[src/rtl/int_priority_ctrl.sv]
// Two-bank interrupt priority controller: edge/level capture into PEND, masked
// fixed-priority arbitration (bank 1 over bank 2, lowest index first), IDLE/ASSERT/SERVICE handshake.
//
//   state     | meaning
//   ----------+-----------------------------------------------------------
//   S_IDLE    | no vector presented; arbitrate eligible sources
//   S_ASSERT  | latched vector presented, IRQ high until ACK or source masked
//   S_SERVICE | source granted and in service (BUSY), waiting for EOI
module int_priority_ctrl #(
    parameter bit EDGE = 1'b1
) (
    input  logic        i_clk,
    input  logic        i_rst,
    input  logic [7:0]  i_req1,
    input  logic [7:0]  i_req2,
    input  logic        i_mask_we,
    input  logic [15:0] i_mask_in,
    input  logic        i_ack,
    input  logic        i_eoi,
    output logic        o_irq,
    output logic        o_int1,
    output logic        o_int2,
    output logic [2:0]  o_out,
    output logic [15:0] o_mask,
    output logic [15:0] o_pend,
    output logic        o_busy
);

    typedef enum logic [1:0] {
        S_IDLE    = 2'd0,
        S_ASSERT  = 2'd1,
        S_SERVICE = 2'd2
    } state_t;

    state_t      r_state;
    state_t      w_next;
    logic [15:0] r_prev;
    logic [15:0] r_pend;
    logic [15:0] r_mask;
    logic [2:0]  r_out;
    logic        r_bank2;

    logic [15:0] w_req;
    logic [15:0] w_set;
    logic [15:0] w_clr;
    logic [15:0] w_elig;
    logic        w_any;
    logic        w_win_bank2;
    logic [2:0]  w_win_idx;
    logic [3:0]  w_src;
    logic        w_src_masked;

    // Scanning downward so the lowest set index is the last one written.
    function automatic logic [2:0] f_lowest(input logic [7:0] v);
        f_lowest = 3'd0;
        for (int i = 7; i >= 0; i--) begin
            if (v[i]) f_lowest = 3'(i);
        end
    endfunction

    assign w_req        = {i_req2, i_req1};
    assign w_set        = EDGE ? (w_req & ~r_prev) : w_req;
    assign w_elig       = r_pend & ~r_mask;
    assign w_any        = |w_elig;
    assign w_win_bank2  = ~|w_elig[7:0];
    assign w_win_idx    = f_lowest(w_win_bank2 ? w_elig[15:8] : w_elig[7:0]);
    assign w_src        = {r_bank2, r_out};
    assign w_src_masked = r_mask[w_src];

    always_ff @(posedge i_clk or posedge i_rst) begin
        if (i_rst) begin
            r_state <= S_IDLE;
            r_prev  <= 16'h0000;
            r_pend  <= 16'h0000;
            r_mask  <= 16'h0000;
        end else begin
            r_state <= w_next;
            r_prev  <= w_req;
            // A set in the same cycle as a grant clear wins.
            r_pend  <= (r_pend & ~w_clr) | w_set;
            if (i_mask_we) r_mask <= i_mask_in;
        end
    end

    always_ff @(posedge i_clk or posedge i_rst) begin
        if (i_rst) begin
            r_out   <= 3'd0;
            r_bank2 <= 1'b0;
        end else if (r_state == S_IDLE && w_any) begin
            r_out   <= w_win_idx;
            r_bank2 <= w_win_bank2;
        end
    end

    always_comb begin
        w_next = r_state;
        w_clr  = 16'h0000;
        case (r_state)
            S_IDLE: begin
                if (w_any) w_next = S_ASSERT;
            end
            S_ASSERT: begin
                // Masking the presented source withdraws it, even against a same-cycle ACK.
                if (w_src_masked) begin
                    w_next = S_IDLE;
                end else if (i_ack) begin
                    w_next       = S_SERVICE;
                    w_clr[w_src] = 1'b1;
                end
            end
            S_SERVICE: begin
                if (i_eoi) w_next = S_IDLE;
            end
            default: w_next = S_IDLE;
        endcase
    end

    assign o_irq  = (r_state == S_ASSERT) && !w_src_masked;
    assign o_busy = (r_state == S_SERVICE);
    assign o_int1 = (r_state != S_IDLE) && !r_bank2;
    assign o_int2 = (r_state != S_IDLE) && r_bank2;
    assign o_out  = r_out;
    assign o_mask = r_mask;
    assign o_pend = r_pend;

endmodule

[config.mk]
export PLATFORM = sky130hd
export DESIGN_NAME = int_priority_ctrl
export DESIGN_NICKNAME = d
export VERILOG_FILES = /design/src/rtl/int_priority_ctrl.sv
export SDC_FILE = /design/constraint.sdc
export NUM_CORES = 1
export LEC_CHECK = 0
export ABC_CLOCK_PERIOD_IN_PS = 1800
export BUFFER_PORTS_ARGS = -buffer_cell sky130_fd_sc_hd__buf_2
export CELL_PAD_IN_SITES_DETAIL_PLACEMENT = 0
export CELL_PAD_IN_SITES_GLOBAL_PLACEMENT = 2
export CORE_ASPECT_RATIO = 0.6
export CORE_MARGIN = 3
export CORE_UTILIZATION = 29
export CTS_BUF_LIST = sky130_fd_sc_hd__clkbuf_8
export DETAILED_ROUTE_END_ITERATION = 10
export GPL_TIMING_DRIVEN = 1
export PLACE_DENSITY_LB_ADDON = 0.1
export SLEW_MARGIN = 0
export SYNTH_ARGS = -nofsm -noshare
export SYNTH_HDL_FRONTEND = slang
export SYNTH_SLANG_ARGS = --single-unit
[constraint.sdc]
create_clock -name i_clk -period 1.8 [get_ports i_clk]
set_input_delay 0.18 -clock i_clk [delete_from_list [all_inputs] [get_ports i_clk]]
set_output_delay 0.18 -clock i_clk [all_outputs]
set_load 0.01 [all_outputs]
Word level (Yosys, flattened, before mapping)
Cells that the tools add are included.
W data, S select, Z words.

storage, ports and cells
  logic and storage cells = 54
  memories kept = 0
  register bits after elaboration = 54
  input bits = 37
  bits in writable memories = 0
  ROM bits = 0
  output and inout port bits = 39
  bits in latches = 0

operators by class
  magnitude comparators = 2
  eq/ne operators = 5
  $mul = 0
  reduce and logical (&&, ||, !) cells = 13
  shift operators = 0
  multiplexer cells = 21
  bitwise logic cells = 7
  divide/modulo/power cells = 0
  add/sub/neg operators = 0

operators with widths
  operator              number
  $and A16 B16 Y16      3
  $mux W16              3
  $not A16 Y16          3
  $mux W3               8
  $or A16 B16 Y16       1
  $reduce_or A16 Y1     1
  $mux W2               4
  $mux W8               1
  $reduce_or A8 Y1      1
  $pmux W2 S3           1
  $logic_and A1 B1 Y1   5
  $lt A4 B5 Y1 const B  1
  $bmux W1 S4           1
  $demux W1 S4          1
  $ge A4 B1 Y1 const B  1
  $ne A2 B2 Y1 const B  2
  $logic_not A1 Y1      3
  $ne A3 B3 Y1 const B  1
  $reduce_and A3 Y1     1
  $eq A2 B1 Y1 const B  1
  $eq A2 B2 Y1 const B  1
  $logic_not A2 Y1      1
  $mux W1               2
  $reduce_bool A2 Y1    1

Longest topological paths before layout
Gate-level depths: netlist (run 1).

  word-level depth = 12
  gate-level depth with buffers = 6

Worst setup path before layout (run 1)
No wires, ideal clock.

  path type = register -> register
  start point = reg r_out[0] (netlist: o_out[0])
  end point = reg r_pend[4] (netlist: o_pend[4])
  cell stages (with the launch flop) = 6
  arrival = 1.750 ns
  setup slack = -0.074 ns
  library setup time = 0.123 ns
  period minus slack after synthesis = 1.874 ns
  cell sequence = dfrtp_1 buf_6 mux4_2 or4b_4 o21ai_1 o21ai_1

on the way
  longest elaborated chain between the ends = 10
  elaborated cells between the ends (all ways) = 13

RTL lines
  element                                                                    line  RTL
  from (decl)                                                                40    logic [2:0] r_out;
  from (signal assigned)                                                     90    r_out <= w_win_idx;
  $lt A4 B5 Y1 (not written as such) / $ge A4 B1 Y1 (equally long branches)  108   w_clr[w_src] = 1'b1;
  $logic_and A1 B1 Y1 (not written as such)                                  108
  $mux W1 (not written as such)                                              108
  $demux W1 S4                                                               108
  $mux W16                                                                   106   end else if (i_ack) begin
  $mux W16 *                                                                 104   if (w_src_masked) begin
  $mux W16 *                                                                 98    case (r_state)
  $not A16 Y16 *                                                             80    r_pend <= (r_pend & ~w_clr) | w_set;
  $and A16 B16 Y16 *                                                         80
  $or A16 B16 Y16 *                                                          80
  to (signal assigned)                                                       80
  to (decl)                                                                  38    logic [15:0] r_pend;

Every way passes the cells marked *; elsewhere a longest branch is shown, timed or not. The select of a mux whose other input is x is not followed.
A chain may end at the register's enable or synchronous reset.

Worst setup path in the final report (run 1)
  start point = reg r_out[0] (netlist: o_out[0])
  end point = out o_irq

on the way
  longest elaborated chain between the ends = 4

RTL lines
  element                        line  RTL
  $bmux W1 S4                    68    assign w_src_masked = r_mask[w_src];
  $mux W1 (not written as such)  68
  $logic_not A1 Y1               118   assign o_irq = (r_state == S_ASSERT) && !w_src_masked;
  $logic_and A1 B1 Y1            118
  to (decl)                      20    output logic o_irq,

No other way between the ends. The select of a mux whose other input is x is not followed.

==> results.cfg, run 1 <==
[outcome]
status = finished, violations left
violations = setup timing

[synthesis]
synth_edf_count = 0
synth_warnings = 0
syn_area_sq_um = 2390
yosys-top-cells-area = dfrtp_1 (56%), mux2_2 (6.6%), o21ai_1 (4.2%)
ys_async_sr_fraction_pct = 100
synth_nets = 249
yosys.area.top_type_share_pct = 56.5
yosys_most_used_dff = dfrtp_1
synth_largest_area_cell = dfrtp_1
synth_seq_area_share_pct = 56.5
synthDistinctLibCells = 40
synthCells = 212
synth_area_per_cell_sq_um = 11.3
synth-seq-cells = 54

[grt]
grtUsageTotal_pct = 16.3
grt_overflow_total = 0
antenna_found_initial = 0
grt_max_degree = 24
grt_pass1_wl_um = 11600
first_global_vias = 2042

[critical_path]
slowest_stage = mux4_2
slowest_delay_ns = 0.58
reg2reg_from = o_out[0]
crit_chain = mux4_2 -> mux2i_1 -> o211ai_1 -> inv_1 -> buf_6
endpoint_kind = output pin
worstPathArrival_ns = 1.89
cp-startpoint = o_out[0]
r2r_cells = 5
cp_max_fo = 5
start_kind = flip-flop
path_buf_inv = 2
required_ns = 1.62
cp.depth = 5
critical_path_class = reg -> out
path_delay_family = multiplexers

[worst_hold_path]
worstHoldStart = i_mask_in[4]
holdPathStages = 3
hold_class = in -> reg

[clock_network]
cts.reportedPaths.clkPinSlew_ns = 0.10
clock_sinks = 54
htree_num_levels = 2
clockBufferDepth = 2
cts-root-buf = clkbuf_8
cts_tree = yes
cts_buffers = 5
clock_latency_ns = 0.31

[floorplan]
core_area_sq_um = 7630
fp-row-count = 24
die_area_sq_um = 9410
initial_core_util_pct = 31.4
io_pins = 76
dieHeight_um = 76.4
die_width_um = 123

[sta]
max_slew_margin_pct = 65.6
rsz0062_at_grt = true
fin_hold_ws_ns = 0.0866
skew_ns = 0.00470
fin_crit_ns = 2.07
fin_ws_ns = -0.270
finalHoldViolCount = 0
tightest_slew_ns = 0.516
slew_viol_final = 0
setup-violations-final = 14
fin_crit_sh_pct = 115
fmax_ghz = 0.483

[drt]
drtPass1Iterations = 4
drc = 0
via_per_inst = 4.66
wire_per_inst_um = 16.5
route.vias.total = 2088
drtIter0Drc = 94
routed_wl_um = 7390
drt.antenna.violating_nets = 0

[layout]
drive_above_1_share_pct = 49.1
area_growth_pct = 48.0
fillers = 769
regArea_sq_um = 1350
mostFrequentLayoutCell = buf_2
utilization_pct = 46.4
mostFrequentLayoutCells = buf_2 (74), dfrtp_1 (53), buf_4 (35)
multiInputGateArea_sq_um = 1050
antennaDiodeCount = 0
num-nets-final = 380
finalNonFillerCells = 448

[placed_design]
place_congestion = 0.903
hpwl_um = 5460
io_buffers = 75
dp_cells = 416
place_ws_ns = -0.166

[power]
ir_drop_uv = 364
power.density_nw_per_um2 = 1120
p_leak_nw = 1.60

[flow_run]
cap_violations = 0
==> per-layer routing <==
layer	vias up	share of wire [%]	track usage, %
met1	993	51	25.7
met5	-	0	0
li1	1016	-	-
met4	0	1.1	4.75
met2	72	41	20.9
met3	7	6.7	4.90
==> kinds of logic after synthesis <==
logic type             share of synthesized area [%]
and+or+nand+nor                                 14.5
muxes                                           11.2
buffers and inverters                           4.60
AOI/OAI and AO/OA                               13.2
DFF                                             56.5
==> area by class of cell <==
type | instances | share of cell area (%)
well taps | 104 | 3.68
inverters | 23 | 2.44
clock inverters | 2 | 0.353
clock buffers | 6 | 2.33
multi-input cells | 131 | 29.7
repair buffers | 128 | 23.3
flip-flops and latches | 54 | 38.2
==> cells in the mapped netlist, types with 2 or more instances <==
cell type / count
o211ai_1: 2
a21oi_1: 8
mux4_2: 4
o21ai_0: 16
inv_1: 23
mux2_2: 14
dfrtp_1: 54
nand3_1: 4
nand3b_1: 2
o21ai_1: 20
or2_2: 2
nor2_1: 2
a41oi_1: 2
nor2b_1: 14
nand2b_1: 5
clkbuf_1: 2
mux2i_1: 2
nand2_1: 12
o31ai_1: 3
==> tightest hold or removal path, delay by kind of cell <==
family	cells	cell delay, ns
compound gates	1	0.06
simple gates	1	0.05
buf+inv	1	0.07
==> final timing paths <==
check / endpoint / slack (ns)
min reg2reg: o_pend[6] / 0.41
min in group asynchronous: o_mask[14] / 0.45
max in group asynchronous: o_mask[0] / 0.73
max reg2reg: o_pend[13] / -0.11
min: o_mask[4] / 0.09
max: o_irq / -0.27
==> where the power goes <==
group	internal (W)	switching, W	total (W)
Combinational	0.000843	0.000830	0.00167
Sequential	0.00137	0.000181	0.00155
Clock	0.000310	0.000411	0.000721
Total	0.00253	0.00142	0.00395
==> timing repair <==
action	4_1_cts	5_1_grt
endpoints found under the hold margin	37	0
pin swaps	5	4
cloned	0	0
buffers inserted	4	4
endpoints found under the setup margin	18	20
resized for setup	17	16
hold buffers	17	0
==> registers in the layout, summed over array words and instances, names as in the netlist <==
register,cells
o_pend,16
r_bank2,1
o_out,3
r_prev,16
r_state,2
o_mask,16
==> metrics by stage <==
stage / instance area [sq um] / total power, W / TNS [ns]
finish: 3540 / 0.00395 / -1.16
global route: 3540 / 0.00422 / -2.41
CTS: 3450 / 0.00385 / -1.03
detailed placement: 3100 / 0.00303 / -1.57
global placement: 3100 / 0.00305 / -1.52
floorplan: 2400 / 0.00230 / -0.163
No activity file was read; power rests on OpenSTA's default activity.
==> inputs of run 2 (changes only) <==
--- a/config.mk
+++ b/config.mk
@@ -16,7 +16,8 @@
 export DETAILED_ROUTE_END_ITERATION = 10
 export GPL_TIMING_DRIVEN = 1
 export PLACE_DENSITY_LB_ADDON = 0.1
-export SLEW_MARGIN = 0
+export RECOVER_POWER = 100
+export SLEW_MARGIN = 20
 export SYNTH_ARGS = -nofsm -noshare
 export SYNTH_HDL_FRONTEND = slang
 export SYNTH_SLANG_ARGS = --single-unit
==> run 2 against run 1 <==
  * Critical path type unchanged
  * Via count fell by 0.67%
  * Sequential share of layout area rose by 0.91 points
  * Routed wire length fell by 0.15%
  * Highest routed layer unchanged
  * First-iteration DRC count rose by 6.4%
  * Sequential cell count did not move
  * Critical path depth did not move
  * Core utilization fell by 1.1 points
  * Fmax rose by 0.18%
  * The flow still finishes with violations (setup timing)
  * Non-clock buffer count did not move
  * Design area fell by 2.3%
==> results.cfg, run 2 (synthesized netlist as in run 1, its figures left out) <==
[flow_run]
cap_violations = 0

[floorplan]
fp-row-count = 24
core_area_sq_um = 7630
die_width_um = 123
io_pins = 76
dieHeight_um = 76.4
initial_core_util_pct = 31.4
die_area_sq_um = 9410

[layout]
utilization_pct = 45.3
regArea_sq_um = 1350
num-nets-final = 380
area_growth_pct = 44.5
antennaDiodeCount = 0
fillers = 791
drive_above_1_share_pct = 34.3
multiInputGateArea_sq_um = 1040
mostFrequentLayoutCells = dfrtp_1 (53), clkbuf_1 (49), buf_2 (31)
mostFrequentLayoutCell = dfrtp_1

[critical_path]
cp_max_fo = 5
endpoint_kind = output pin
critical_path_class = reg -> out
reg2reg_from = o_out[0]
start_kind = flip-flop
cp-startpoint = o_out[0]
r2r_cells = 4
worstPathArrival_ns = 1.89
required_ns = 1.62

[sta]
fin_crit_ns = 2.07
skew_ns = 0.00582
fin_ws_ns = -0.267
max_slew_margin_pct = 39.1
fin_hold_ws_ns = 0.0847
setup-violations-final = 14
slew_viol_final = 0
fmax_ghz = 0.484
fin_crit_sh_pct = 115
rsz0062_at_grt = true
finalHoldViolCount = 0
tightest_slew_ns = 0.912

[clock_network]
cts-root-buf = clkbuf_8
cts_tree = yes
clockBufferDepth = 2
clock_latency_ns = 0.31
htree_num_levels = 2
cts_buffers = 5
cts.reportedPaths.clkPinSlew_ns = 0.10
clock_sinks = 54

[power]
pwr-share-clk_pct = 18.5
ir_drop_uv = 382
power_switching_w = 0.00142
p_int_w = 0.00247
switching_share_pct = 36.5
power.density_nw_per_um2 = 1130
p_leak_nw = 1.48
pwr-share-comb_pct = 41.6
pwr-share-seq_pct = 39.9

[drt]
via_per_inst = 4.63
drtIter0Drc = 100
routed_wl_um = 7380
drc = 0
drtPass1Iterations = 6
route.vias.total = 2074
drt.antenna.violating_nets = 0
wire_per_inst_um = 16.5

[outcome]
status = finished, violations left
violations = setup timing

[placed_design]
hpwl_um = 5460
io_buffers = 75
place_congestion = 0.903

[grt]
grt_pass1_wl_um = 11600
first_global_vias = 2042
grt_overflow_total = 0
grt_max_degree = 24
antenna_found_initial = 0
grtUsageTotal_pct = 16.3

[worst_hold_path]
hold_class = in -> reg
worstHoldStart = i_mask_in[4]
holdPathStages = 3
[run 2: per-stage QoR]
stage | setup TNS, ns | total power (W) | setup slack [ns] | area (sq um) | cells
floorplan | -0.163 | 0.00230 | -0.0406 | 2400 | 212
global placement | -1.52 | 0.00305 | -0.170 | 3100 | 416
detailed placement | -1.57 | 0.00303 | -0.166 | 3100 | 416
CTS | -1.03 | 0.00385 | -0.307 | 3450 | 444
global route | -2.54 | 0.00417 | -0.379 | 3460 | 448
finish | -1.13 | 0.00390 | -0.267 | 3460 | 448
[run 2: path summary, 6_finish.rpt]
check | endpoint | slack, ns
hold / removal | o_mask[4] | 0.08
min in group asynchronous | o_mask[14] | 0.61
max in group asynchronous | o_pend[0] | 0.29
hold reg to reg | o_pend[3] | 0.41
setup reg to reg | o_pend[5] | -0.10
setup / recovery | o_irq | -0.27
[run 2: power by group through the flow]
stage / Clock [W] / Combinational [W] / Sequential (W)
2_1_floorplan: 0 / 0.000736 / 0.00156
6_report: 0.000722 / 0.00162 / 0.00155
3_3_place_gp: 0 / 0.00148 / 0.00157
5_1_grt: 0.000809 / 0.00177 / 0.00159
3_5_place_dp: 0 / 0.00146 / 0.00157
4_1_cts: 0.000750 / 0.00154 / 0.00155
[run 2: final cells by class]
class                   instances  area share (%)
clock buffers                   6            2.39
clock inverters                 2           0.362
inverters                      23            2.50
multi-input cells             131            30.2
flip-flops and latches         54            39.1
well taps                     104            3.76
repair buffers                128            21.7
[run 2: worst max-delay path, stage by stage, from the launching register on]
cell	delay [ns]
dfrtp_2	0.45
mux4_2	0.58
mux2i_1	0.19
o211ai_1	0.16
inv_1	0.10
buf_6	0.10
[run 2: timing repair]
item,4_1_cts,5_1_grt
hold buffers,17,0
pin swaps,5,4
buffers inserted,4,4
setup endpoints to repair,18,20
hold endpoints to repair,37,0
gates resized for setup,17,16
[run 2: per-layer routing]
| layer | up-vias | routed length [um] | track usage [%] |
|---|---|---|---|
| li1 | 1013 | - | - |
| met1 | 983 | 3760 | 25.7 |
| met2 | 69 | 3030 | 20.9 |
| met3 | 9 | 506 | 4.90 |
| met4 | 0 | 86 | 4.75 |
| met5 | - | 0 | 0 |
==> inputs of run 3 (changes only) <==
--- a/config.mk
+++ b/config.mk
@@ -17,6 +17,7 @@
 export GPL_TIMING_DRIVEN = 1
 export PLACE_DENSITY_LB_ADDON = 0.1
 export RECOVER_POWER = 100
+export REMOVE_ABC_BUFFERS = 1
 export SLEW_MARGIN = 20
 export SYNTH_ARGS = -nofsm -noshare
 export SYNTH_HDL_FRONTEND = slang
==> run 3 against run 2 <==
  * The flow still finishes with violations (setup timing)
  * Worst setup slack worse by 0.048 ns
  * Sequential power barely moved
  * Combinational power increased by 7%
  * Core utilization is 0.62 points higher
  * Critical path depth grew 2
  * Non-clock buffer count is the same
  * Via count rose by 2.0%
  * Hold slack improved by 0.0035 ns
==> results.cfg, run 3 (synthesized netlist as in run 1, its figures left out) <==
[sta]
rsz0062_at_grt = true
tightest_slew_ns = 0.763
fin_ws_ns = -0.314
max_slew_margin_pct = 49.2
fmax_ghz = 0.473
fin_crit_sh_pct = 117
setup-violations-final = 8
skew_ns = 0.00730
slew_viol_final = 0
fin_crit_ns = 2.11
finalHoldViolCount = 0
fin_hold_ws_ns = 0.0882

[power]
power.density_nw_per_um2 = 1120
total_power_w = 0.00394
p_leak_nw = 1.52
ir_drop_uv = 362

[critical_path]
crit_chain = buf_4 -> buf_4 -> mux4_2 -> a21oi_2 -> o211ai_1 -> inv_1 -> buf_2
required_ns = 1.62
endpoint_kind = output pin
start_kind = flip-flop
cp-startpoint = o_out[1]
slowest_delay_ns = 0.40
critical_path_class = reg -> out
cp_max_fo = 7
reg2reg_from = o_mask[0]
worstPathArrival_ns = 1.93
slowest_stage = dfrtp_1
critPathMostFrequentCell = buf_4

[worst_hold_path]
worstHoldStart = i_mask_in[13]
hold_class = in -> reg

[drt]
routed_wl_um = 7420
via_per_inst = 4.74
wire_per_inst_um = 16.6
drtPass1Iterations = 4
route.vias.total = 2116
drt.antenna.violating_nets = 0
drtIter0Drc = 49
drc = 0

[layout]
regArea_sq_um = 1350
num-nets-final = 380
drive_above_1_share_pct = 36.5
final_cell_area_sq_um = 3500
mostFrequentLayoutCells = dfrtp_1 (54), clkbuf_1 (46), buf_2 (35)
utilization_pct = 45.9
area_growth_pct = 46.5
fillers = 779
mostFrequentLayoutCell = dfrtp_1
antennaDiodeCount = 0
finalNonFillerCells = 446
multiInputGateArea_sq_um = 1100

[floorplan]
core_area_sq_um = 7630
dieHeight_um = 76.4
initial_core_util_pct = 31.4
die_width_um = 123
die_area_sq_um = 9410
fp-row-count = 24
io_pins = 76

[placed_design]
io_buffers = 75
dp_cells = 410
place_area_sq_um = 3060
place_congestion = 0.832
hpwl_um = 5410

[clock_network]
cts_buffers = 5
clockBufferDepth = 2
clock_sinks = 54
htree_num_levels = 2
clock_latency_ns = 0.31
cts_tree = yes
cts-root-buf = clkbuf_8
cts.reportedPaths.clkPinSlew_ns = 0.09

[grt]
first_global_vias = 2091
antenna_found_initial = 0
grtUsageTotal_pct = 16.5
grt_max_degree = 55
grt_pass1_wl_um = 11800
grt_overflow_total = 0

[outcome]
status = finished, violations left
violations = setup timing

[flow_run]
cap_violations = 0
run 3: worst paths after layout:
| path | to | slack (ns) | cells after the start |
|---|---|---|---|
| min | o_mask[13] | 0.09 | 3 |
| min in group asynchronous | o_mask[8] | 0.66 | 4 |
| max in group asynchronous | r_state[0] | 0.64 | 4 |
| min reg2reg | o_pend[0] | 0.41 | 1 |
| max reg2reg | o_out[0] | -0.13 | 7 |
| max | o_irq | -0.31 | 7 |
run 3: report_power, final:
group	internal, W	total, W	switching, W	leakage (nW)
Combinational	0.000833	0.00173	0.000896	0.879
Sequential	0.00137	0.00154	0.000167	0.594
Clock	0.000298	0.000671	0.000373	0.0431
Total	0.00250	0.00394	0.00144	1.52
run 3: worst max-delay path, delay by kind of cell, from the launching register on:
kind	cells	cell delay, ns
mux	1	0.29
buf+inv	4	0.56
compound gates	2	0.37
flops	1	0.40
run 3: final cells by class:
cell class / count / share of cell area [%]
timing repair buffer: 128 / 21.5
sequential: 54 / 38.6
tap: 104 / 3.71
clock buffer: 6 / 2.36
inverter: 23 / 2.46
multi-input combinational: 131 / 31.4
run 3: what timing repair did:
action | CTS | global route
gates resized for setup | 22 | 28
pin swaps | 5 | 8
endpoints found under the hold margin | 70 | 0
hold buffers | 17 | 0
buffers inserted | 9 | 6
setup endpoints to repair | 11 | 22
run 3: routing by layer:
layer	part of all wire (%)	vias up	track usage (%)
met5	0	-	0
li1	-	1009	-
met2	40	51	21.7
met4	0.71	0	3.31
met1	54	1048	26.3
met3	5.6	8	4.75
run 3: stage by stage:
stage	setup TNS, ns	setup slack (ns)
after floorplan	-0.665	-0.135
after global placement	-0.229	-0.150
after CTS	-0.539	-0.299
after global routing	-2.20	-0.442
after detailed placement	-0.197	-0.0708
final	-0.711	-0.314
